<file path="src/rtl/shift_pkg.sv">
// rtl/shift_pkg.sv - opcodes and FSM state encoding for the shared shift unit
package shift_pkg;

    localparam logic [1:0] OP_SLL = 2'b00;
    localparam logic [1:0] OP_SRL = 2'b01;
    localparam logic [1:0] OP_SRA = 2'b10;
    localparam logic [1:0] OP_RSV = 2'b11;

    localparam logic [1:0] ST_IDLE = 2'd0;
    localparam logic [1:0] ST_EXEC = 2'd1;
    localparam logic [1:0] ST_RESP = 2'd2;

endpackage

</file>
<file path="src/rtl/shift_datapath.sv">
// rtl/shift_datapath.sv - combinational log-stage shifter with saturation override
module shift_datapath
    import shift_pkg::*;
#(
    parameter int N  = 8,
    parameter int AW = $clog2(N)
) (
    input  logic [1:0]   op,
    input  logic [N-1:0] a,
    input  logic [N-1:0] b,
    output logic [N-1:0] result,
    output logic         err
);

    logic [AW:0][N-1:0] stage;
    logic               shift_left;
    logic               fill;
    logic               sat;

    assign shift_left = (op == OP_SLL);
    assign fill       = (op == OP_SRA) ? a[N-1] : 1'b0;
    // Any bit above the low AW bits means the amount is N or more.
    assign sat        = |b[N-1:AW];
    assign stage[0]   = a;

    // Stage i shifts by 2**i when amount bit i is set.
    for (genvar i = 0; i < AW; i++) begin : g_stage
        localparam int SH = 1 << i;
        logic [N-1:0] shl;
        logic [N-1:0] shr;
        assign shl          = stage[i] << SH;
        assign shr          = {{SH{fill}}, stage[i][N-1:SH]};
        assign stage[i+1]   = b[i] ? (shift_left ? shl : shr) : stage[i];
    end

    // Final selection: reserved opcode and saturation override the stage output.
    always_comb begin
        result = '0;
        err    = 1'b0;
        case (op)
            OP_SLL, OP_SRL: result = sat ? '0 : stage[AW];
            OP_SRA:         result = sat ? {N{a[N-1]}} : stage[AW];
            default: begin
                result = '0;
                err    = 1'b1;
            end
        endcase
    end

endmodule

</file>
<file path="src/rtl/shift_unit_arbiter.sv">
// rtl/shift_unit_arbiter.sv - round-robin arbiter sharing one shifter between two requesters
module shift_unit_arbiter
    import shift_pkg::*;
#(
    parameter int N  = 8,
    parameter int AW = $clog2(N)
) (
    input  logic         clk,
    input  logic         rst_n,
    input  logic         req0_valid,
    output logic         req0_ready,
    input  logic [1:0]   req0_op,
    input  logic [N-1:0] req0_a,
    input  logic [N-1:0] req0_b,
    input  logic         req1_valid,
    output logic         req1_ready,
    input  logic [1:0]   req1_op,
    input  logic [N-1:0] req1_a,
    input  logic [N-1:0] req1_b,
    output logic         rsp_valid,
    input  logic         rsp_ready,
    output logic [N-1:0] rsp_data,
    output logic         rsp_id,
    output logic         rsp_err
);

    logic [1:0]   state;
    logic         last_grant;
    logic [1:0]   lat_op;
    logic [N-1:0] lat_a;
    logic [N-1:0] lat_b;
    logic         lat_id;

    logic         grant_id;
    logic         accept;
    logic [1:0]   sel_op;
    logic [N-1:0] sel_a;
    logic [N-1:0] sel_b;
    logic [N-1:0] dp_result;
    logic         dp_err;

    // Round-robin pick: a lone requester wins, a tie goes to the one not granted last.
    always_comb begin
        grant_id = 1'b0;
        if (req0_valid && req1_valid) begin
            grant_id = ~last_grant;
        end else if (req1_valid) begin
            grant_id = 1'b1;
        end
    end

    // Readies only in IDLE and out of reset, so they read 0 while rst_n is held low.
    assign req0_ready = rst_n && (state == ST_IDLE) && req0_valid && !grant_id;
    assign req1_ready = rst_n && (state == ST_IDLE) && req1_valid &&  grant_id;
    assign accept     = req0_ready || req1_ready;

    assign sel_op = grant_id ? req1_op : req0_op;
    assign sel_a  = grant_id ? req1_a  : req0_a;
    assign sel_b  = grant_id ? req1_b  : req0_b;

    shift_datapath #(
        .N  (N),
        .AW (AW)
    ) u_datapath (
        .op     (lat_op),
        .a      (lat_a),
        .b      (lat_b),
        .result (dp_result),
        .err    (dp_err)
    );

    // Control FSM: accept in IDLE, register the result in EXEC, hold it in RESP.
    always_ff @(posedge clk or negedge rst_n) begin
        if (!rst_n) begin
            state      <= ST_IDLE;
            last_grant <= 1'b1;
            lat_op     <= 2'b00;
            lat_a      <= '0;
            lat_b      <= '0;
            lat_id     <= 1'b0;
            rsp_valid  <= 1'b0;
            rsp_data   <= '0;
            rsp_id     <= 1'b0;
            rsp_err    <= 1'b0;
        end else begin
            case (state)
                ST_IDLE: begin
                    if (accept) begin
                        lat_op     <= sel_op;
                        lat_a      <= sel_a;
                        lat_b      <= sel_b;
                        lat_id     <= grant_id;
                        last_grant <= grant_id;
                        state      <= ST_EXEC;
                    end
                end
                ST_EXEC: begin
                    rsp_data  <= dp_result;
                    rsp_err   <= dp_err;
                    rsp_id    <= lat_id;
                    rsp_valid <= 1'b1;
                    state     <= ST_RESP;
                end
                ST_RESP: begin
                    if (rsp_ready) begin
                        rsp_valid <= 1'b0;
                        state     <= ST_IDLE;
                    end
                end
                default: begin
                    rsp_valid <= 1'b0;
                    state     <= ST_IDLE;
                end
            endcase
        end
    end

endmodule

</file>
<file path="config.mk">
export PLATFORM = sky130hd
export DESIGN_NAME = shift_unit_arbiter
export DESIGN_NICKNAME = d
export VERILOG_FILES = /design/src/rtl/shift_pkg.sv /design/src/rtl/shift_datapath.sv /design/src/rtl/shift_unit_arbiter.sv
export SDC_FILE = /design/constraint.sdc
export NUM_CORES = 1
export LEC_CHECK = 0
export CORE_MARGIN = 1.5
export CORE_UTILIZATION = 45
export CTS_CLUSTER_SIZE = 30
export DETAILED_ROUTE_END_ITERATION = 16
export PLACE_DENSITY = 0.73
export SYNTH_ARGS = -nofsm -noshare
export SYNTH_HDL_FRONTEND = slang
export SYNTH_SLANG_ARGS = --single-unit
</file>
<file path="constraint.sdc">
create_clock -name clk -period 5.25 [get_ports clk]
set_input_delay 1.575 -clock clk [delete_from_list [all_inputs] [get_ports clk]]
set_output_delay 1.575 -clock clk [all_outputs]
set_load 0.01 [all_outputs]
</file>
# == Word-level counts from Yosys, hierarchy flattened ==
# Index checks and enable logic that the tools add are counted.
# totals
ff_bits,33
input_bits,41
output_inout_bits,13
wordCells,55
# classes
n_eq_ne,6
mux,21
bitwise_logic,2
n_reduce_logical,16
# op_table
cell,count
$mux W8,10
$pmux W8 S2,1
$logic_and A1 B1 Y1,6
$mux W2,3
$pmux W2 S3,1
$reduce_and A2 Y1,3
$mux W1,5
$reduce_or A5 Y1,1
$eq A2 B1 Y1 const B,2
$eq A2 B2 Y1 const B,2
$logic_not A2 Y1,2
$ne A2 B2 Y1 const B,2
$pmux W1 S3,1
$reduce_or A3 Y1,1
$not A1 Y1,2
$reduce_or A2 Y1,1
$logic_not A1 Y1,1
$logic_or A1 B1 Y1,1

# == Logic depth before layout (Yosys ltp) ==
# logic_depth
word_depth,10
depth_mapped,7

# == Hierarchy ==
# From an unflattened synthesis, not the netlist that was laid out.
# hier_totals
cells_unflattened,221
area_unflattened_um2,2185.8
# modules_own_cells
module,instances,cells_each,area_each_um2
shift_unit_arbiter,1,107,1498.9
shift_datapath,1,114,686.9

# == Worst setup path after synthesis ==
# OpenSTA, ideal clock, no wires.
# synth_path
kind,input port to output port
startpoint,in req1_valid
endpoint,out req0_ready
t_arrival_ns,2.368
t_required_ns,3.675
setup_slack_ns,1.307
cell_stages,3
path_cell_list,a21boi_0 -> clkbuf_1 -> nor2_1
# synth_via
elab_chain_len,4
elab_cells_between_ends,5
# synth_rtl
item,line,source
"start, declared",shift_unit_arbiter.sv:15,"input logic req1_valid,"
$mux W1 or $logic_and A1 B1 Y1 (tied branches),"shift_unit_arbiter.sv:47, shift_unit_arbiter.sv:45",
$mux W1 *,shift_unit_arbiter.sv:45,if (req0_valid && req1_valid) begin
$logic_not A1 Y1 *,shift_unit_arbiter.sv:53,assign req0_ready = rst_n && (state == ST_IDLE) && req0_valid && !grant_id;
$logic_and A1 B1 Y1 *,shift_unit_arbiter.sv:53,
"end, declared",shift_unit_arbiter.sv:11,"output logic req0_ready,"
# Mark *: on every way between the ends. The rest lies on a longest branch, timed or not.

# == Final worst setup path ==
# layout_path
startpoint,in rst_n
endpoint,out req0_ready
# layout_via
elab_chain_len,3
# layout_rtl
item,line,source
"start, declared",shift_unit_arbiter.sv:9,"input logic rst_n,"
$logic_and A1 B1 Y1 (3 in series),shift_unit_arbiter.sv:53,
# No other way between the ends.

==> summary.txt <==
Finish
  – Fin util: 0.609
  – Layout cells sized above 1: 0.0643
  – Area delta synth->final: 28.4%
  – Fillers: 409
  – Antenna diodes: 0
  – Finished layout cell area: 2710 sq um
  – Nets: 320

CTS
  – Post-CTS Setup Bufs: 0
  – CTS tree: yes
  – CTS root buf: clkbuf_8
  – # hold bufs at CTS: 0
  – CTS Buffer Depth: 2
  – Clock transition at path regs: 60 ps
  – Max H-tree Level: 2
  – TritonCTS Buffers: 5
  – Worst skew pair latency: 280 ps
  – Post-cts sizing count: 0
  – Clk sinks: 33

Route
  – First-pass iteration count of the detailed router: 5
  – Drt drc: 0
  – Drt wl/cell: 14.3 um
  – Post-Route WL: 4750 um
  – Initial DRC Count: 132
  – Via count: 1,886
  – Post-route ant nets: 0
  – Vias/cell: 5.68

Yosys
  – Post-Syn Area: 2110 sq um
  – Mapped Cells: 237
  – Synth area leader: dfrtp_1
  – Async SR Flop Fraction: 1.00
  – Primary FF master, synth: dfrtp_1
  – Top cells by area, synth: dfrtp_1, mux2i_1, a21oi_1
  – Syn. warnings: 0
  – Avg Cell Area, Syn: 8.90 sq um
  – Top-count cell post-synth: dfrtp_1
  – Synth cell types: 49
  – Total nets after synthesis: 278
  – Post-synth top cells: dfrtp_1, a21oi_1, nor2_1
  – Seq/Total Area, Yosys: 0.392
  – Number of synthesized flops with an enable pin: 0
  – Register bit total from synthesis: 33
  – Top cell type's share of synthesized area: 0.380

Critical path
  – Req. time, crit path: 3680 ps
  – FF-to-FF path depth: 5
  – Crit. End Element: output port
  – Crit Path Max Fanout: 5
  – CP Launch Type: input pin
  – Setup CP Type: input pin to output port
  – Critical path arrival: 3350 ps

Floorplanning
  – Initial Util: 0.474
  – I/O Pins: 54
  – Die X: 71.4 um
  – Die height: 71.4 um
  – FP Rows: 24
  – Die ar.: 5100 sq um
  – Core area: 4440 sq um

Status
  – Outcome: completed

STA
  – Worst setup margin: 326 ps
  – Final hold vios: 0
  – Max Clock Skew: 1.29 ps
  – Measured slew at the worst slew-check pin: 1140 ps
  – Unrepaired setup endpoints after global routing: no
  – Post-Route Setup TNS: 0 ps
  – Pins Over Slew Limit: 0
  – Fin crit share: 0.938
  – Slew Limit Headroom: 0.239
  – Final setup fails: 0
  – Final min period: 4920 ps
  – Peak Freq: 203 MHz

Placed design
  – PortBufs: 53
  – RePlAce Congestion: 0.891
  – Placed Area: 2620 sq um
  – Dpl hpwl: 3360 um
  – Post-place setup slack: 350 ps

Hold path
  – WHS Path Cells: 2
  – Hold Path Class: register to register

Power and ir drop
  – PD cells: 497 nW/um^2
  – Max rail drop VDD: 0.249 mV
  – Leak Pwr: 1.10 nW

GRT
  – Total GRT Usage: 0.202
  – First-pass GRT wire length: 8160 um
  – GRT overflow: 0
  – Largest net degree at the start of global routing: 38
  – Vias in the first global route: 1,714
  – Initial antenna violation count: 0

Run
  – Max cap viols: 0
-- worst max-delay path: stages --
cell	delay, ps
clkdlybuf4s50_1	470
nor3b_1	500
nand2_1	150
nor2_1	110
clkdlybuf4s50_1	540
-- cells in the final DEF (no fill, tap or decap), types with 2 or more instances in the layout --
cell             synthesis  layout
inv_1                    5       5
nor3_1                   2       2
mux2i_1                 23      23
nand2b_1                 3       3
buf_4                    0       2
a311oi_1                 6       6
a32oi_1                  2       2
a21boi_0                 3       2
clkdlybuf4s50_1          0      53
mux4_2                   2       2
or3_1                    7       7
o21a_1                   2       2
nor2_1                  27      27
dfrtp_1                 32      32
nand3b_1                 2       2
o22a_1                   2       2
nor2b_1                  2       2
a22oi_1                  2       2
a21o_1                   3       3
a211oi_1                 3       3
nand2_1                 18      18
nor4_1                   2       2
nand3_1                  3       3
clkinv_2                 0       2
a31oi_1                  3       3
o21bai_1                 2       2
a21oi_1                 28      28
o211ai_1                 3       3
clkbuf_8                 0       5
o21ai_0                  9       9
o22ai_1                  2       2
-- through the flow --
stage	total power [mW]	std cells	hold WS, ps
floorplan	0.952	237	446
global placement	1.15	324	461
detailed placement	1.16	324	472
CTS	1.35	332	487
global route	1.45	332	504
finish	1.34	332	480
-- final cells by class --
| type | count | area, sq um | area share |
|---|---|---|---|
| clock buffers | 6 | 72.6 | 0.0268 |
| clock inverters | 2 | 10.0 | 0.00370 |
| inverters | 5 | 18.8 | 0.00693 |
| multi-input cells | 179 | 1170 | 0.431 |
| flip-flops and latches | 33 | 827 | 0.306 |
| well taps | 52 | 65.1 | 0.0240 |
| repair buffers | 55 | 546 | 0.202 |
-- sequential cells by signal, summed over array words and instances, names as in the netlist --
signal	count
rsp_err	1
state	2
lat_b	8
rsp_id	1
last_grant	1
lat_id	1
lat_op	2
rsp_data	8
lat_a	8
rsp_valid	1
-- power breakdown --
| part | internal (mW) | total (mW) | switching [mW] |
|---|---|---|---|
| registers | 0.363 | 0.549 | 0.185 |
| logic | 0.327 | 0.615 | 0.288 |
| clock network | 0.0917 | 0.180 | 0.0885 |
-- final timing paths --
path	start	end	slack, ps
setup reg to reg	lat_op[1]	rsp_data[0]	2910
min in group asynchronous	rst_n	rsp_valid	1710
max in group asynchronous	rst_n	last_grant	3220
hold / removal	rsp_err	rsp_err	480
setup / recovery	rst_n	req0_ready	330
hold reg to reg	rsp_err	rsp_err	480
-- kinds of logic after synthesis --
logic type,after synthesis,synth area share
mux,26,0.136
buf+inv,25,0.0558
simple gates,75,0.174
compound gates,78,0.242
flops,33,0.392
-- routing by layer --
metal,up-vias,routed length [um],global-route usage
met5,-,0,0
met4,0,66,0.0855
met3,5,224,0.0253
met2,59,2220,0.307
met1,867,2230,0.290
li1,955,-,-
Note: power is estimated with default switching activity, not from simulation.
